==> src/rtl/nes_joypad_pkg.sv <==
// Shared constants and helpers for the NES controller emulator.
package nes_joypad_pkg;

  localparam int unsigned BUTTON_COUNT  = 8;
  localparam int unsigned BIT_COUNT_MAX = 8;

  localparam int unsigned BTN_A      = 0;
  localparam int unsigned BTN_B      = 1;
  localparam int unsigned BTN_SELECT = 2;
  localparam int unsigned BTN_START  = 3;
  localparam int unsigned BTN_UP     = 4;
  localparam int unsigned BTN_DOWN   = 5;
  localparam int unsigned BTN_LEFT   = 6;
  localparam int unsigned BTN_RIGHT  = 7;

  typedef logic [BUTTON_COUNT-1:0] buttons_t;

  function automatic logic [3:0] bit_count_inc(input logic [3:0] count);
    if (count >= 4'(BIT_COUNT_MAX)) begin
      return 4'(BIT_COUNT_MAX);
    end
    return count + 4'd1;
  endfunction

endpackage

==> src/rtl/joypad_debounce.sv <==
// Single-button debouncer: a new level is accepted only after it has been
// seen for DEBOUNCE_CYCLES consecutive clocks.
module joypad_debounce
  import nes_joypad_pkg::*;
#(
  parameter int unsigned DEBOUNCE_CYCLES = 5000
) (
  input  logic clk,
  input  logic reset,
  input  logic raw,
  output logic stable
);

  localparam int unsigned CntW = (DEBOUNCE_CYCLES > 1) ? $clog2(DEBOUNCE_CYCLES) : 1;
  localparam logic [CntW-1:0] CntLast = CntW'(DEBOUNCE_CYCLES - 1);

  logic [CntW-1:0] cnt_q, cnt_d;
  logic            stable_q, stable_d;

  always_comb begin
    cnt_d    = cnt_q;
    stable_d = stable_q;
    if (raw == stable_q) begin
      cnt_d = '0;
    end else if (cnt_q == CntLast) begin
      stable_d = raw;
      cnt_d    = '0;
    end else begin
      cnt_d = cnt_q + 1'b1;
    end
  end

  always_ff @(posedge clk) begin
    if (reset) begin
      cnt_q    <= '0;
      stable_q <= 1'b0;
    end else begin
      cnt_q    <= cnt_d;
      stable_q <= stable_d;
    end
  end

  assign stable = stable_q;

endmodule

==> src/rtl/nes_joypad.sv <==
// NES controller emulator: synchronizes console strobes, debounces buttons and
// serializes the latched button byte LSB-first, shifting 1s in behind it.
module nes_joypad
  import nes_joypad_pkg::*;
#(
  parameter int unsigned DEBOUNCE_CYCLES = 5000,
  parameter int unsigned SYNC_STAGES     = 2
) (
  input  logic                    i_clk,
  input  logic                    i_reset,
  input  logic [BUTTON_COUNT-1:0] i_buttons,
  input  logic                    i_latch,
  input  logic                    i_shift_clk,
  output logic                    o_data,
  output logic [BUTTON_COUNT-1:0] o_debug_buttons,
  output logic [3:0]              o_debug_bit_count
);

  logic [SYNC_STAGES-1:0]                   latch_sync_q;
  logic [SYNC_STAGES-1:0]                   sclk_sync_q;
  logic [SYNC_STAGES-1:0][BUTTON_COUNT-1:0] btn_sync_q;
  logic                                     sclk_prev_q;

  logic     latch_s, sclk_s, shift_edge;
  buttons_t btn_s;
  buttons_t sr_q, sr_d;
  logic [3:0] cnt_q, cnt_d;

  // Shift clock idles high, so its synchronizer resets high to avoid a false edge.
  always_ff @(posedge i_clk) begin
    if (i_reset) begin
      latch_sync_q <= '0;
      sclk_sync_q  <= '1;
      btn_sync_q   <= '0;
      sclk_prev_q  <= 1'b1;
    end else begin
      latch_sync_q <= {latch_sync_q[SYNC_STAGES-2:0], i_latch};
      sclk_sync_q  <= {sclk_sync_q[SYNC_STAGES-2:0], i_shift_clk};
      btn_sync_q   <= {btn_sync_q[SYNC_STAGES-2:0], i_buttons};
      sclk_prev_q  <= sclk_s;
    end
  end

  assign latch_s    = latch_sync_q[SYNC_STAGES-1];
  assign sclk_s     = sclk_sync_q[SYNC_STAGES-1];
  assign btn_s      = btn_sync_q[SYNC_STAGES-1];
  assign shift_edge = sclk_s & ~sclk_prev_q;

  for (genvar b = 0; b < BUTTON_COUNT; b++) begin : g_debounce
    joypad_debounce #(
      .DEBOUNCE_CYCLES(DEBOUNCE_CYCLES)
    ) u_debounce (
      .clk   (i_clk),
      .reset (i_reset),
      .raw   (btn_s[b]),
      .stable(o_debug_buttons[b])
    );
  end

  // Latch level dominates shifting; the register is reloaded every latched cycle.
  always_comb begin
    sr_d  = sr_q;
    cnt_d = cnt_q;
    if (latch_s) begin
      sr_d  = o_debug_buttons;
      cnt_d = 4'd0;
    end else if (shift_edge) begin
      sr_d  = {1'b1, sr_q[BUTTON_COUNT-1:1]};
      cnt_d = bit_count_inc(cnt_q);
    end
  end

  always_ff @(posedge i_clk) begin
    if (i_reset) begin
      sr_q  <= '0;
      cnt_q <= 4'd0;
    end else begin
      sr_q  <= sr_d;
      cnt_q <= cnt_d;
    end
  end

  assign o_data            = sr_q[0];
  assign o_debug_bit_count = cnt_q;

endmodule

==> config.mk <==
export PLATFORM = sky130hd
export DESIGN_NAME = nes_joypad
export DESIGN_NICKNAME = d
export VERILOG_FILES = /design/src/rtl/nes_joypad_pkg.sv /design/src/rtl/joypad_debounce.sv /design/src/rtl/nes_joypad.sv
export SDC_FILE = /design/constraint.sdc
export NUM_CORES = 1
export LEC_CHECK = 0
export ABC_AREA = 1
export BUFFER_PORTS_ARGS = -buffer_cell sky130_fd_sc_hd__buf_2
export CAP_MARGIN = 0
export CORE_MARGIN = 4
export CORE_UTILIZATION = 50
export CTS_CLUSTER_DIAMETER = 40
export DETAILED_ROUTE_END_ITERATION = 12
export GPL_TIMING_DRIVEN = 0
export PLACE_DENSITY = 0.69
export SLEW_MARGIN = 40
export SYNTH_ARGS = -nofsm -noshare
export SYNTH_HDL_FRONTEND = slang
export SYNTH_SLANG_ARGS = --single-unit
==> constraint.sdc <==
create_clock -name i_clk -period 1.2 [get_ports i_clk]
set_input_delay 0.18 -clock i_clk [delete_from_list [all_inputs] [get_ports i_clk]]
set_output_delay 0.18 -clock i_clk [all_outputs]
set_load 0.01 [all_outputs]
# Word level (Yosys, flattened, before mapping)

Index checks and enable logic that the tools add are counted.

$add $sub $neg: 9
Multipliers: 0
Div/mod/pow operators: 0
Magnitude comparators: 1
Equality and inequality tests: 16
Shift-type cells: 0
Mux-type cells: 7
Bitwise gates (word level): 10
Reduce and logical (&&, ||, !) cells: 18

Operators by type and width:

| operator                                                  | number |
|---|---|
| adder 13 x 1 -> 13 bit (second input constant)            | 8 |
| == test 13 bit (second input constant)                    | 8 |
| OR reduction 3 bit                                        | 8 |
| 2-to-1 mux 8 bit                                          | 2 |
| AND reduction 2 bit                                       | 8 |
| inverter 1 bit                                            | 9 |
| == test 1 bit                                             | 8 |
| 2-to-1 mux 4 bit                                          | 2 |
| adder 4 x 1 -> 4 bit (second input constant)              | 1 |
| greater-or-equal comparator 4 bit (second input constant) | 1 |
| 2-to-1 mux 1 bit                                          | 3 |
| nonzero test 2 bit                                        | 1 |
| OR reduction 2 bit                                        | 1 |
| AND 1 bit                                                 | 1 |

Bits in registers: 145
Bits in latches: 0
Memory bits (writable): 0
Bits in read-only memories: 0
Memories kept: 0

# Depth between registers and ports, before layout

Word-level depth: 5
Mapped depth: 8
Gate-level depth less buffers: 8

# By module

Synthesis repeated with hierarchy kept, for this count alone.

Cells, all modules: 966
Area, all modules: 6925.4 µm²

Modules (own cells, without submodules):

| module          | times used | cells each | area an instance (µm²) | seq. area each (µm²) |
|---|---|---|---|---|
| joypad_debounce | 8          | 102        | 713.2                  | 280.3 |
| nes_joypad      | 1          | 150        | 1219.9                 | 660.6 |

# Worst setup path before layout

OpenSTA, ideal clock, no wires.

Path kind: reg-to-reg
Start point: reg g_debounce[2].u_debounce.cnt_q[0]
End point: reg g_debounce[2].u_debounce.cnt_q[8]
Arrival: 1158 ps
Required time: 1085 ps
Setup slack: -73 ps
Cell stages (with the launch flop): 7
Clock period less this slack: 1273 ps
Cells stage by stage: dfxtp_1 > ha_1 > nand2_1 > nor2_2 > nand2_1 > xor2_1 > nor2_2

Longest elaborated chain between the ends: 2
Elaborated cells on any way between the ends: 3

RTL lines:

| element                                                        | line                  | RTL |
|---|---|---|
| from (decl)                                                    | joypad_debounce.sv:17 | `logic [CntW-1:0] cnt_q, cnt_d;` |
| from (signal assigned)                                         | joypad_debounce.sv:38 | `cnt_q <= cnt_d;` |
| branches (longest 2 deep; another with adder 13 x 1 -> 13 bit) | n/a                   |  |

Parallel ways; which one is timed is not known.
A chain may end at the register's enable or synchronous reset.

# Worst setup path in the final report

Start point: reg g_debounce[2].u_debounce.cnt_q[0]
End point: reg g_debounce[2].u_debounce.cnt_q[12]

Same word-level chain as after synthesis.

==> results by group <==
Clock network
  – CTS Buffer Depth: 2
  – Root Buffer: clkbuf_16
  – CTS Buf Count: 17
  – H-tree depth: 4
  – Clock sinks: 145
  – Clock-pin slew on the worst setup and hold paths: 0.06 ns
  – Clk_lat worst skew: between 0.4 and 0.5 ns
  – CTS tree: done

Pwr
  – Switching share of power: around 22%
  – P_sw: ~2.3 mW
  – Peak supply drop: roughly 0.00099 V
  – Logic pwr share: around 3.2%
  – Reg power frac: 46.6%
  – Clk network pwr share: around half
  – Leak: 3.29 nW
  – Pwr Density: between 1000 and 1500 nW/um^2
  – Int Power: a little over 8 mW
  – Total power: roughly 10 mW

Floorplan
  – Ports: 25
  – Std-Cell Rows: 42
  – Die area: roughly 16000 sq um
  – Die width: 125 um
  – Die Y: ~120 um
  – Initial Util: 51.2%
  – Core Box Area: ~13000 sq um

Global routing
  – First-pass GRT wire length: between 20000 and 25000 um
  – Number of global-route vias before repair: roughly 5.5k
  – Tot GR Track Use: between 10% and 20%
  – Initial antenna violation count: 0
  – Total gr overflow: 0
  – Largest net degree at the start of global routing: 17

Routing
  – Vias per cell: between 4 and 5
  – Routed wire length: 15300 um
  – Vias: 6116
  – Drt pass-1 iters: 5
  – Initial DRC Count: 276
  – Routed len/inst: roughly 12 um
  – DRC viols: 0
  – Antenna-violating nets left: 0

STA
  – Crit share post-route: 103%
  – Final max-slew violation count: 0
  – Hold WS: around 0.021 ns
  – Setup violations, final: 27
  – Relative slew slack: ~62%
  – Final min period: roughly 1.2 ns
  – Setup TNS: -0.360 ns
  – Fmax achieved: approximately 800 MHz
  – Slew @ Worst Pin: between 0.5 and 0.6 ns
  – Post-route setup slack: -0.0394 ns
  – Unrepaired setup endpoints after global routing: yes
  – Final Hold Viols: 0
  – Worst-case clock skew: about 0.007 ns

Synth
  – Post-synth EDFFs: 0
  – Most numerous cell in the Yosys netlist: nand2_1
  – Syn. warnings: 0
  – Area contributors post-synth: dfxtp_1 43%, nand2_1 12%, nor2_1 10%
  – Seq cells post-synth: between 100 and 150
  – Post-synth top cells: 224 x nand2_1, 185 x nor2_1, 145 x dfxtp_1, 135 x inv_1, 74 x nand3_1
  – Post-synthesis cell type count: 30
  – Register area share after synthesis: ~43%
  – Async S/R FF share, synth: 0%
  – Syn_nets: about 1000
  – Synth Area per Inst: 6.97 sq um
  – Synth area leader: dfxtp_1
  – Post-synth top area share: around 43%
  – Post-synth top flop: dfxtp_1
  – Syn Std Cell Area: around 6800 sq um
  – Gate count of the mapped netlist: 977

Worst setup path
  – R2R Path End: g_debounce[2].u_debounce.cnt_q[12]
  – Cells on worst reg2reg path: 6
  – Required time of the critical path: between 1.5 and 2 ns
  – Crit path DAT: 1.60 ns
  – FF-to-FF setup slack: -0.04 ns
  – CP max FO: 4
  – Setup Crit Path Kind: reg -> reg
  – Setup crit start kind: flop
  – Critical R2R Launch: g_debounce[2].u_debounce.cnt_q[0]
  – Nature of the critical path endpoint: flop

Cells and area
  – Final core utilization: between 60% and 70%
  – Share of cells above drive strength 1: 33.9%
  – Multi-input gate area: 4020 sq um
  – Antenna diodes: 0
  – FF+latch area: around 3000 sq um
  – Fin nets: ~1.1k
  – Area Overhead vs Synth: 35.9%
  – Fillers: between 1k and 1.5k

Outcome
  – Violated checks: negative setup slack
  – Outcome: finished, violations left

Placement
  – Placement Setup Slack: -0.216 ns
  – RD Place Congestion: 0.849
  – Hpwl dp: roughly 9000 um
  – Input/output buffers: 23

Worst hold path
  – Worst hold path depth: 2
  – Hold path endpoint: sclk_sync_q[0]
  – Min-Delay Path Class: in -> reg
  – Hold Startpoint: i_reset

Run
  – Reported max-cap violation count: 0
## layer usage
metal / part of all wire [%] / global-route usage [%] / vias up
met5: 0 / 0 / -
met4: 2.6 / 8.70 / 0
met3: 2.7 / 4.80 / 33
met2: 50 / 31.1 / 75
met1: 45 / 22.8 / 2769
li1: - / - / 3239
## worst max-delay path by stage
stage	start	endpoint	slack [ns]	cells past startpoint
CTS	g_debounce[2].u_debounce.cnt_q[0]	g_debounce[2].u_debounce.cnt_q[10]	-0.07	8
detailed placement	g_debounce[0].u_debounce.cnt_q[0]	g_debounce[0].u_debounce.cnt_q[8]	-0.22	7
finish	g_debounce[2].u_debounce.cnt_q[0]	g_debounce[2].u_debounce.cnt_q[12]	-0.04	6
global placement	g_debounce[0].u_debounce.cnt_q[0]	g_debounce[0].u_debounce.cnt_q[10]	-0.21	7
floorplan	g_debounce[1].u_debounce.cnt_q[0]	g_debounce[1].u_debounce.cnt_q[7]	0.0003	7
global route	g_debounce[2].u_debounce.cnt_q[1]	g_debounce[2].u_debounce.cnt_q[12]	-0.12	6
## worst max-delay path, cell delays in order (launching register included)
cell and delay (ns):
dfxtp_4 0.36, ha_4 0.15, nand2_1 0.08, nor2_4 0.15, buf_4 0.13, nand4_1 0.15, a21oi_2 0.16
## through the flow
| step | area [sq um] | cells |
|---|---|---|
| final | 9250 | 1267 |
| after global routing | 9250 | 1267 |
| after CTS | 8540 | 1254 |
| after detailed placement | 7190 | 1176 |
| after global placement | 7190 | 1176 |
| after floorplan | 6860 | 977 |
## what timing repair did
item                       CTS  global route
cloned                       7             1
pin swaps                   36            64
resized for setup           98           203
setup endpoints to repair  111           121
hold endpoints to repair    10             0
hold buffers                10             0
buffers inserted            34            14
## sequential cells by signal, summed over array words and instances (netlist names)
signal / count
sr_q: 8
btn_sync_q: 8
g_debounce.u_debounce.stable: 8
sclk_sync_q: 2
sclk_prev_q: 1
btn_s: 8
o_debug_bit_count: 4
latch_sync_q: 2
g_debounce.u_debounce.cnt_q: 104
## power by group through the flow
| stage | sequential (mW) | clock, mW | combinational (mW) |
|---|---|---|---|
| 4_1_cts | 4.89 | 5.35 | 0.306 |
| 3_3_place_gp | 5.01 | 0 | 0.229 |
| 6_report | 4.88 | 5.25 | 0.331 |
| 2_1_floorplan | 5.01 | 0 | 0.160 |
| 5_1_grt | 4.88 | 5.58 | 0.367 |
| 3_5_place_dp | 5.01 | 0 | 0.231 |
## area by class of cell
cell class | count | share of cell area [%]
clock buffers | 19 | 4.90
clock inverters | 13 | 1.45
well taps | 176 | 2.38
plain buffers | 15 | 1.49
repair buffers | 86 | 8.17
inverters | 137 | 5.57
flip-flops and latches | 145 | 32.5
multi-input cells | 676 | 43.5
## cells by family after synthesis
family                   Yosys count  share of synthesized area (%)
AND/OR/NAND/NOR                  544                           33.8
adder cells (fa/ha/maj)           10                           1.84
AO/OA/AOI/OAI                     81                           6.84
flip-flops                       145                           42.6
buffers and inverters            158                           9.85
XOR/XNOR                          39                           5.02
## cell usage in the layout, fill, tap and decap left out, types with 3 or more instances in the layout
cell type	n
nand2_1	197
inv_1	126
nor2_1	118
dfxtp_1	94
nor2_2	60
nand3_1	58
buf_4	36
dfxtp_2	34
buf_6	32
a21oi_2	27
a21oi_1	27
nor2_4	27
xor2_1	23
nand4_1	22
nand2_4	19
clkbuf_16	17
dfxtp_4	17
nand2_2	16
o21ai_0	16
buf_2	16
nand3_2	11
xnor2_1	11
inv_2	10
dlygate4sd3_1	10
ha_4	8
clkinv_2	6
nand3_4	5
o21ai_2	5
or2_2	4
xor2_2	4
nand3b_1	4
o21ai_1	3
clkinvlp_4	3
Power figures use the tool's default switching activity.
